### config.mk
export PLATFORM = sky130hd
export DESIGN_NAME = serial_to_parallel_bc
export DESIGN_NICKNAME = d
export VERILOG_FILES = /design/src/rtl/serial_to_parallel_bc_pkg.sv /design/src/rtl/serial_to_parallel_bc_shift_reg8_ser.sv /design/src/rtl/serial_to_parallel_bc.sv
export SDC_FILE = /design/constraint.sdc
export NUM_CORES = 1
export LEC_CHECK = 0
export CORE_MARGIN = 2
export CORE_UTILIZATION = 57
export CTS_BUF_LIST = sky130_fd_sc_hd__clkbuf_8
export DETAILED_ROUTE_END_ITERATION = 10
export PLACE_DENSITY = 0.91
export SETUP_SLACK_MARGIN = 0.4
export SYNTH_ARGS = -nofsm -noshare
export SYNTH_HDL_FRONTEND = slang
export SYNTH_SLANG_ARGS = --single-unit
### constraint.sdc
create_clock -name clk_32f -period 2.3 [get_ports clk_32f]
set_input_delay 0.23 -clock clk_32f [delete_from_list [all_inputs] [get_ports clk_32f]]
set_output_delay 0.23 -clock clk_32f [all_outputs]
set_load 0.005 [all_outputs]
### src/rtl/serial_to_parallel_bc_pkg.sv
// Shared link symbols and receive/transmit FSM state encodings.
// Reused by the serial_to_parallel_bc receiver and the parallel-to-serial transmitter.
package serial_to_parallel_bc_pkg;

  localparam logic [7:0] COMMA           = 8'hBC;
  localparam int         COMMA_COUNT_DEF = 4;

  typedef enum logic [1:0] {
    ST_SEARCH = 2'd0,
    ST_ALIGN  = 2'd1,
    ST_ACTIVE = 2'd2
  } state_e;

  function automatic logic is_comma(input logic [7:0] b);
    return b == COMMA;
  endfunction

endpackage

### src/rtl/serial_to_parallel_bc_shift_reg8_ser.sv
// 8-bit MSB-first serial shift register; cand_o is the byte completed by data_i this edge.
// Ports: clk_i, rst_ni (sync, active-low), data_i (serial bit), cand_o (candidate byte).
module shift_reg8_ser (
  input  logic       clk_i,
  input  logic       rst_ni,
  input  logic       data_i,
  output logic [7:0] cand_o
);

  logic [7:0] sr_q;
  logic [7:0] sr_d;

  assign sr_d   = {sr_q[6:0], data_i};
  assign cand_o = sr_d;

  always_ff @(posedge clk_i) begin
    if (!rst_ni) sr_q <= 8'h00;
    else         sr_q <= sr_d;
  end

endmodule

### src/rtl/serial_to_parallel_bc.sv
// Serial link receive front end: deserializes clk_32f bit stream into bytes, locks on commas.
// Ports: clk_32f, reset_L, data_in -> data_out[7:0], valid_out, byte_strobe, active.
module serial_to_parallel_bc
  import serial_to_parallel_bc_pkg::*;
#(
  parameter int COMMA_COUNT = COMMA_COUNT_DEF
) (
  input  logic       clk_32f,
  input  logic       reset_L,
  input  logic       data_in,
  output logic [7:0] data_out,
  output logic       valid_out,
  output logic       byte_strobe,
  output logic       active
);

  localparam logic [3:0] CC = 4'(COMMA_COUNT);

  logic [7:0] cand;
  logic       cand_comma;
  logic       boundary;

  state_e     state_q, state_d;
  logic [2:0] bit_cnt_q, bit_cnt_d;
  logic [3:0] bc_cnt_q, bc_cnt_d;
  logic [7:0] data_q, data_d;
  logic       valid_q, valid_d;
  logic       strobe_q, strobe_d;
  logic       active_q, active_d;

  shift_reg8_ser u_sr (
    .clk_i  (clk_32f),
    .rst_ni (reset_L),
    .data_i (data_in),
    .cand_o (cand)
  );

  assign cand_comma = is_comma(cand);
  assign boundary   = (bit_cnt_q == 3'd7);

  always_comb begin
    state_d   = state_q;
    bit_cnt_d = bit_cnt_q;
    bc_cnt_d  = bc_cnt_q;
    data_d    = data_q;
    valid_d   = valid_q;
    strobe_d  = 1'b0;
    active_d  = active_q;
    unique case (state_q)
      ST_SEARCH: begin
        bit_cnt_d = 3'd0;
        if (cand_comma) begin
          bc_cnt_d = 4'd1;
          if (CC == 4'd1) begin
            state_d  = ST_ACTIVE;
            active_d = 1'b1;
          end else begin
            state_d = ST_ALIGN;
          end
        end
      end
      ST_ALIGN: begin
        bit_cnt_d = bit_cnt_q + 3'd1;
        if (boundary) begin
          strobe_d = 1'b1;
          data_d   = cand;
          valid_d  = 1'b0;
          if (cand_comma) begin
            bc_cnt_d = bc_cnt_q + 4'd1;
            if (bc_cnt_q + 4'd1 == CC) begin
              state_d  = ST_ACTIVE;
              active_d = 1'b1;
            end
          end else begin
            // Lost alignment: resume bit-wise search on the next edge.
            bc_cnt_d = 4'd0;
            state_d  = ST_SEARCH;
          end
        end
      end
      ST_ACTIVE: begin
        bit_cnt_d = bit_cnt_q + 3'd1;
        if (boundary) begin
          strobe_d = 1'b1;
          data_d   = cand;
          valid_d  = !cand_comma;
        end
      end
      default: begin
        state_d = ST_SEARCH;
      end
    endcase
  end

  always_ff @(posedge clk_32f) begin
    if (!reset_L) begin
      state_q   <= ST_SEARCH;
      bit_cnt_q <= 3'd0;
      bc_cnt_q  <= 4'd0;
      data_q    <= 8'h00;
      valid_q   <= 1'b0;
      strobe_q  <= 1'b0;
      active_q  <= 1'b0;
    end else begin
      state_q   <= state_d;
      bit_cnt_q <= bit_cnt_d;
      bc_cnt_q  <= bc_cnt_d;
      data_q    <= data_d;
      valid_q   <= valid_d;
      strobe_q  <= strobe_d;
      active_q  <= active_d;
    end
  end

  assign data_out    = data_q;
  assign valid_out   = valid_q;
  assign byte_strobe = strobe_q;
  assign active      = active_q;

endmodule
==> impl_table.tex, run 1 <==
\begin{tabular}{lr}
\hline
Metric & Value \\
\hline
\multicolumn{2}{l}{\textbf{Run status}} \\
\quad Outcome & completed \\
\multicolumn{2}{l}{\textbf{Synth}} \\
\quad Synth top cells by count & dfxtp\_1, nand2\_1, nand3\_1, a21boi\_0, and2\_1 \\
\quad Proportion of synthesized flip-flops having asynchronous set or reset & 0 \\
\quad Synthesized netlist net count & 150 \\
\quad Area contributors post-synth & dfxtp\_1, ha\_1, nand2\_1 \\
\quad Primary FF master, synth & dfxtp\_1 \\
\quad Number of enable flip-flop cells after synthesis & 0 \\
\quad Post-Syn Instances & 139 \\
\quad Avg Cell Area, Syn & 9.24 um2 \\
\quad Count of warnings emitted by yosys & 0 \\
\quad Distinct cell type count of the synthesized netlist & 36 \\
\quad Most common cell in the netlist & dfxtp\_1 \\
\quad Area leader, netlist & dfxtp\_1 \\
\quad Cell area after technology mapping & 1280 um2 \\
\quad Share of Yosys cell area claimed by the top area cell type & 0.421 \\
\quad Part of the Yosys area used for sequential elements & 0.421 \\
\quad Number of flip-flops and latches in the synthesized netlist & 27 \\
\multicolumn{2}{l}{\textbf{Timing}} \\
\quad Worst Slack Setup Final & 0.529 ns \\
\quad Final worst-path cycle share & 0.770 \\
\quad Setup TNS Final & 0 ns \\
\quad Highest clock rate & 565 MHz \\
\quad Worst max-slew margin expressed relative to the limit & 0.488 \\
\quad Total setup violations reported at the end of the flow & 0 \\
\quad Post-layout minimum cycle time & 1.77 ns \\
\quad Unrepaired setup endpoints after global routing & no \\
\quad Count of final max-slew check failures & 0 \\
\quad Clk\_skew & 0.00189 ns \\
\quad Transition time at the pin with the least slew margin & 0.766 ns \\
\quad Final Hold Violating Endpoints & 0 \\
\multicolumn{2}{l}{\textbf{Route}} \\
\quad Vias after detailed routing & 1024 \\
\quad DRC & 0 \\
\quad Number of vias per cell after detailed routing & 5.69 \\
\quad Avg WL per Cell & 13.8 um \\
\quad Sum of routed wire length over all layers & 2490 um \\
\quad Iteration count of the initial detailed-routing pass & 4 \\
\quad Drt initial violations & 27 \\
\quad Post-detailed-route count of antenna-violating nets & 0 \\
\multicolumn{2}{l}{\textbf{GRT}} \\
\quad Pin count of the biggest net entering global routing & 29 \\
\quad Final global-route overflow total & 0 \\
\quad Global-route wire length before repair & 4210 um \\
\quad Number of antenna violations at the first check in global routing & 0 \\
\quad Via count of the first global-routing pass & 950 \\
\quad GRT Total Usage & 0.209 \\
\multicolumn{2}{l}{\textbf{Clocking}} \\
\quad Total number of H-tree levels & 1 \\
\quad Worst-path clk slew & 0.09 ns \\
\quad Hold\_buf cts & 0 \\
\quad Clock latency of the later-clocked register in the worst-skew pair & 0.27 ns \\
\quad Clock sink total & 27 \\
\quad Clock tree from TritonCTS & done \\
\quad CTS Root Buffer Type & clkbuf\_8 \\
\quad Max Root-Sink Buffers & 2 \\
\quad Number of clock buffers inserted by TritonCTS & 3 \\
\quad Post-CTS setup buffers & 0 \\
\multicolumn{2}{l}{\textbf{Floorplan}} \\
\quad Full die area & 2650 um2 \\
\quad Io pins & 14 \\
\quad Core area & 2170 um2 \\
\quad Die Y & 51.5 um \\
\quad Starting utilization of the core area & 0.592 \\
\quad Site Rows & 17 \\
\quad Width of the die & 51.5 um \\
\multicolumn{2}{l}{\textbf{Power and ir drop}} \\
\quad Internal power summed over all cells & 0.000601 W \\
\quad Power density normalized to cell area & 510 nW/um2 \\
\quad Sequential cell fraction of total power & 0.622 \\
\quad Worst vdd rail ir drop & 0.529 mV \\
\quad Leakage power summed over all cells & 0.536 nW \\
\quad Net switching power of the design & 0.000158 W \\
\quad Fraction of power spent switching nets & 0.208 \\
\quad Relative contribution of the clock network to total power & 0.357 \\
\quad Fraction of power consumed by combinational cells & 0.021 \\
\multicolumn{2}{l}{\textbf{Cells and area}} \\
\quad Antenna diode count & 0 \\
\quad Total of fill cells in the finished design & 177 \\
\quad Final instance area & 1490 um2 \\
\quad Fin util & 0.686 \\
\quad Layout Area Growth over Synthesis & 15.9\% \\
\quad Layout cells sized above 1 & 0.125 \\
\quad Final nets & 164 \\
\multicolumn{2}{l}{\textbf{Worst setup path}} \\
\quad Cell-by-cell listing of the critical path & ha\_1 > ha\_2 > and2b\_2 > a211o\_1 > o221a\_2 \\
\quad Buffers and inverters on the worst path & 0 \\
\quad Levels on crit path & 5 \\
\quad Cells on worst reg2reg path & 5 \\
\quad Cell family contributing the most delay on the critical path & compound AO/OA/AOI/OAI gates \\
\quad Arr. time, crit path & 1.94 ns \\
\quad Critical Path Start Type & flop \\
\quad Largest fanout on the critical path & 8 \\
\quad Largest incremental delay on the critical path & 0.37 ns \\
\quad Required time of the critical path & 2.47 ns \\
\quad Crit path from & bit\_cnt\_q[0] \\
\quad Slowest cell on crit path & dfxtp\_1 \\
\quad Worst reg2reg path endpoint & state\_q[1] \\
\quad Reg-to-Reg Start & bit\_cnt\_q[0] \\
\quad Nature of the critical path endpoint & flop \\
\quad Type of the worst setup path & reg2reg \\
\quad Internal reg-to-reg setup slack & 0.53 ns \\
\quad End of the critical path & state\_q[1] \\
\multicolumn{2}{l}{\textbf{Hold path}} \\
\quad Hold path depth & 2 \\
\quad Class of the tightest hold or removal check & reg2reg \\
\multicolumn{2}{l}{\textbf{Placement}} \\
\quad Count of buffers inserted at the top-level ports & 13 \\
\quad Placer Congestion & 0.889 \\
\quad Cell area reported after detailed placement & 1440 um2 \\
\quad Pre-CTS setup slack & 0.344 ns \\
\quad DP Wirelength & 1730 um \\
\multicolumn{2}{l}{\textbf{Flow run}} \\
\quad Max-capacitance violation count & 0 \\
\hline
\end{tabular}
==> worst register-to-register path, cell delays in order, from the launching register on <==
cell,delay (ns)
dfxtp_1,0.37
ha_1,0.17
ha_2,0.27
and2b_2,0.27
a211o_1,0.31
o221a_2,0.29
==> through the flow <==
stage / power [W] / hold slack, ns / instances
final: 0.000759 / 0.473 / 180
after global routing: 0.000781 / 0.504 / 180
after CTS: 0.000761 / 0.476 / 180
after detailed placement: 0.000499 / 0.459 / 176
after global placement: 0.000498 / 0.445 / 176
after floorplan: 0.000492 / 0.352 / 139
==> routing by layer <==
metal	routed length, um	up-vias	GRT usage
met4	29	0	0.0658
li1	-	505	-
met5	0	-	0
met2	1230	26	0.350
met1	1130	489	0.273
met3	97	4	0.0351
==> sequential cells by signal, indices dropped and copies added, names as in the netlist <==
register / cells
u_sr.sr_q: 7
data_out: 8
state_q: 2
bc_cnt_q: 4
bit_cnt_q: 3
active: 1
valid_out: 1
byte_strobe: 1
==> worst min-delay path by stage <==
stage / start / end / slack (ns)
5_1_grt: active / active / 0.50
4_1_cts: data_out[1] / data_out[1] / 0.48
3_3_place_gp: active / active / 0.44
3_5_place_dp: active / active / 0.46
6_report: data_out[1] / data_out[1] / 0.47
2_1_floorplan: data_in / u_sr.sr_q[0] / 0.35
==> cell type report <==
class | instances | area (um2) | share of cell area
Multi-Input combinational cell | 104 | 714 | 0.480
Sequential cell | 27 | 541 | 0.363
Timing Repair Buffer | 14 | 138 | 0.0925
Clock buffer | 3 | 41.3 | 0.0278
Tap cell | 28 | 35.0 | 0.0235
Inverter | 3 | 11.3 | 0.00757
Clock inverter | 1 | 7.51 | 0.00505
==> kinds of logic (layout without fill, tap and decap cells) <==
| kind of cell | after synthesis | after routing | share of synthesized area |
|---|---|---|---|
| DFF | 27 | 27 | 0.421 |
| adders and majority gates | 8 | 8 | 0.0780 |
| AOI/OAI and AO/OA | 28 | 28 | 0.164 |
| xor gates and xnor gates | 1 | 1 | 0.00682 |
| buffers and inverters | 8 | 21 | 0.0244 |
| muxes | 2 | 2 | 0.0156 |
| and+or+nand+nor | 65 | 65 | 0.290 |
==> cell usage in the layout (no fill, tap or decap), types with 2 or more instances in the layout <==
cell type and count:
a21oi_1 6, nor2_1 6, dfxtp_1 27, inv_1 3
a21boi_0 9, a21oi_2 2, o21ai_0 4, and2_1 9
nor2b_1 4, mux2i_1 2, nand2_1 22, clkdlybuf4s50_1 13
nand3_1 10, ha_1 7, clkbuf_8 3, nor4b_2 2
==> power by group through the flow <==
stage	combinational, W	clock, W	sequential [W]
2_1_floorplan	0.00000923	0	0.000482
3_3_place_gp	0.0000156	0	0.000483
3_5_place_dp	0.0000157	0	0.000483
4_1_cts	0.0000158	0.000273	0.000472
5_1_grt	0.0000174	0.000290	0.000473
6_report	0.0000158	0.000271	0.000472
==> timing repair <==
action                                  in CTS  in global routing
gates resized for setup                      0                  1
endpoints found under the setup margin       0                  5
endpoints found under the hold margin        0                  0
Power figures use the tool's default switching activity.
==> run 2, diff against run 1 <==
- CORE_UTILIZATION: 57 -> 52
- PLACE_DENSITY: 0.91 -> 0.88
- clock period: 2.3 -> 1.4 ns (I/O delays scaled with it)
==> run 2 against run 1 <==
The run now ends with negative setup slack left. Clock power grew 67%. Non-clock buffer count grew 36. Via count up 22%. Power increased by 66%. Core utilization is 17 points higher. Final cell count increased by 21%. Sequential share of layout area fell by 8.6 points. Register-to-register slack worse by 0.81 ns. Routed wire length rose by 68%. First-iteration DRC count grew 44%.
==> impl_table.tex, run 2 (synthesis results as in run 1) <==
\begin{tabular}{lr}
\hline
Metric & Value \\
\hline
\multicolumn{2}{l}{\textbf{Hold path}} \\
\quad Hold wc startpoint & data\_out[4] (was data\_out[1]) \\
\quad Hold path depth & 2 (unchanged) \\
\quad End point of the most critical hold path & data\_out[4] (was data\_out[1]) \\
\quad Class of the tightest hold or removal check & reg2reg (unchanged) \\
\multicolumn{2}{l}{\textbf{Clocking}} \\
\quad Clock latency of the later-clocked register in the worst-skew pair & 0.29 ns (was 0.27 ns) \\
\quad Total number of H-tree levels & 1 (unchanged) \\
\quad Clock tree from TritonCTS & done (unchanged) \\
\quad Hold\_buf cts & 0 (unchanged) \\
\quad CTS Root Buffer Type & clkbuf\_8 (unchanged) \\
\quad Max Root-Sink Buffers & 2 (unchanged) \\
\quad Worst-path clk slew & 0.09 ns (about the same) \\
\quad Number of clock buffers inserted by TritonCTS & 3 (unchanged) \\
\quad Clock sink total & 27 (unchanged) \\
\multicolumn{2}{l}{\textbf{Timing}} \\
\quad Worst Slack Setup Final & -0.279 ns (was 0.529 ns) \\
\quad Final Hold Violating Endpoints & 0 (unchanged) \\
\quad Count of final max-slew check failures & 0 (unchanged) \\
\quad Highest clock rate & 596 MHz (was 565 MHz) \\
\quad Final worst-path cycle share & 1.20 (was 0.770) \\
\quad Unrepaired setup endpoints after global routing & yes (was no) \\
\quad Post-layout minimum cycle time & 1.68 ns (was 1.77 ns) \\
\quad Total setup violations reported at the end of the flow & 10 (was 0) \\
\quad Transition time at the pin with the least slew margin & 0.315 ns (was 0.766 ns) \\
\quad Worst max-slew margin expressed relative to the limit & 0.789 (was 0.488) \\
\quad Clk\_skew & 0.00849 ns (was 0.00189 ns) \\
\multicolumn{2}{l}{\textbf{GRT}} \\
\quad Number of antenna violations at the first check in global routing & 0 (unchanged) \\
\quad Via count of the first global-routing pass & 1225 (was 950) \\
\quad Global-route wire length before repair & 5840 um (was 4210 um) \\
\quad GRT Total Usage & 0.295 (was 0.209) \\
\quad Pin count of the biggest net entering global routing & 29 (unchanged) \\
\quad Final global-route overflow total & 0 (unchanged) \\
\multicolumn{2}{l}{\textbf{Cells and area}} \\
\quad Layout cells sized above 1 & 0.516 (was 0.125) \\
\quad Number of flip-flops in the largest register & 8 (unchanged) \\
\quad Fin util & 0.853 (was 0.686) \\
\quad Commonest cells after routing, fill and taps aside & buf\_4, nand2\_1, dfxtp\_2 (was dfxtp\_1, nand2\_1, clkdlybuf4s50\_1) \\
\quad Layout Area Growth over Synthesis & 60.0\% (was 15.9\%) \\
\quad Antenna diode count & 0 (unchanged) \\
\quad Final nets & 200 (was 164) \\
\quad Leading cell type in the layout, fill and taps excluded & buf\_4 (was dfxtp\_1) \\
\multicolumn{2}{l}{\textbf{Worst setup path}} \\
\quad Largest fanout on the critical path & 4 (was 8) \\
\quad Internal reg-to-reg setup slack & -0.28 ns (was 0.53 ns) \\
\quad Nature of the critical path endpoint & flop (unchanged) \\
\quad Cells on worst reg2reg path & 5 (unchanged) \\
\quad Critical Path Start Type & flop (unchanged) \\
\quad Arr. time, crit path & 1.86 ns (was 1.94 ns) \\
\quad Type of the worst setup path & reg2reg (unchanged) \\
\quad Reg-to-Reg Start & u\_sr.sr\_q[0] (was bit\_cnt\_q[0]) \\
\quad Required time of the critical path & 1.58 ns (was 2.47 ns) \\
\quad Worst reg2reg path endpoint & bc\_cnt\_q[0] (was state\_q[1]) \\
\quad Crit path from & u\_sr.sr\_q[0] (was bit\_cnt\_q[0]) \\
\multicolumn{2}{l}{\textbf{Route}} \\
\quad Iteration count of the initial detailed-routing pass & 4 (unchanged) \\
\quad DRC & 0 (unchanged) \\
\quad Number of vias per cell after detailed routing & 5.75 (was 5.69) \\
\quad Drt initial violations & 39 (was 27) \\
\quad Avg WL per Cell & 19.2 um (was 13.8 um) \\
\quad Post-detailed-route count of antenna-violating nets & 0 (unchanged) \\
\quad Sum of routed wire length over all layers & 4180 um (was 2490 um) \\
\quad Vias after detailed routing & 1254 (was 1024) \\
\multicolumn{2}{l}{\textbf{Run status}} \\
\quad Outcome & complete, but fails checks (was completed) \\
\quad Violated checks & negative setup slack \\
\multicolumn{2}{l}{\textbf{Placement}} \\
\quad Pre-CTS setup slack & -0.443 ns (was 0.344 ns) \\
\quad DP Wirelength & 2150 um (was 1730 um) \\
\quad Count of buffers inserted at the top-level ports & 13 (unchanged) \\
\quad Placer Congestion & 0.784 (was 0.889) \\
\multicolumn{2}{l}{\textbf{Power and ir drop}} \\
\quad Leakage power summed over all cells & 0.808 nW (was 0.536 nW) \\
\quad Power density normalized to cell area & 615 nW/um2 (was 510 nW/um2) \\
\quad Worst vdd rail ir drop & 1.13 mV (was 0.529 mV) \\
\multicolumn{2}{l}{\textbf{Floorplan}} \\
\quad Core area & 2410 um2 (was 2170 um2) \\
\quad Width of the die & 53.7 um (was 51.5 um) \\
\quad Starting utilization of the core area & 0.533 (was 0.592) \\
\quad Io pins & 14 (unchanged) \\
\quad Full die area & 2880 um2 (was 2650 um2) \\
\quad Die Y & 53.7 um (was 51.5 um) \\
\quad Site Rows & 18 (was 17) \\
\multicolumn{2}{l}{\textbf{Flow run}} \\
\quad Max-capacitance violation count & 0 (unchanged) \\
\hline
\end{tabular}
## run 2: cell types whose count changed in the layout (fill, tap and decap cells not counted), sizes merged
cell	change
buf	+36
clkdlybuf4s50	-11
clkdlybuf4s15	+10
clkinvlp	-1
dlygate4sd2	+1
inv	+1
## run 2: cell type report
class                      count  area, um2
fill                         121        355
clock inverter                 1       3.75
sequential                    27        571
inverter                       3       16.3
clock buffer                   3       41.3
timing repair buffer          50        488
tap                           30       37.5
multi-input combinational    104        897
## run 2: timing repair
action,in CTS,in global routing
gates resized for setup,50,36
setup endpoints to repair,31,30
pin swaps,18,11
gates cloned,2,0
buffers inserted,5,8
## run 2: how the worst max path moves through the flow
stage	end	slack, ns	cells after the start
final	bc_cnt_q[0]	-0.28	5
after global routing	bc_cnt_q[0]	-0.34	5
after CTS	bc_cnt_q[0]	-0.22	6
after detailed placement	bc_cnt_q[1]	-0.44	6
after global placement	state_q[1]	-0.37	5
after floorplan	state_q[1]	-0.09	5
## run 2: per-layer routing
| layer | up-vias | wire [um] | global-route usage |
|---|---|---|---|
| li1 | 579 | - | - |
| met1 | 606 | 1550 | 0.301 |
| met2 | 48 | 2180 | 0.533 |
| met3 | 21 | 235 | 0.0750 |
| met4 | 0 | 207 | 0.179 |
| met5 | - | 0 | 0 |
## run 2: metrics by stage
step	hold slack, ns	setup TNS (ns)	instances	power (W)	instance area [um2]
after floorplan	0.262	-0.272	139	0.000807	1360
after global placement	0.449	-2.40	199	0.000829	1670
after detailed placement	0.455	-2.96	199	0.000831	1670
after CTS	0.460	-0.979	210	0.00125	1880
after global routing	0.480	-2.12	218	0.00129	2050
final	0.463	-1.47	218	0.00126	2050
## run 2: worst max-delay path, cell delays in order (launching register included)
cell and delay [ns]:
dfxtp_2 0.33, and4bb_2 0.34, nand4_4 0.16, a211oi_4 0.36, mux2i_1 0.31, nor2b_1 0.07
## run 2: where the power goes
group	leakage, nW	internal, W	switching (W)	total (W)
clock network	0.0269	0.000198	0.000255	0.000453
logic	0.554	0.0000252	0.0000169	0.0000420
registers	0.227	0.000764	0.00000410	0.000768
total	0.808	0.000987	0.000276	0.00126
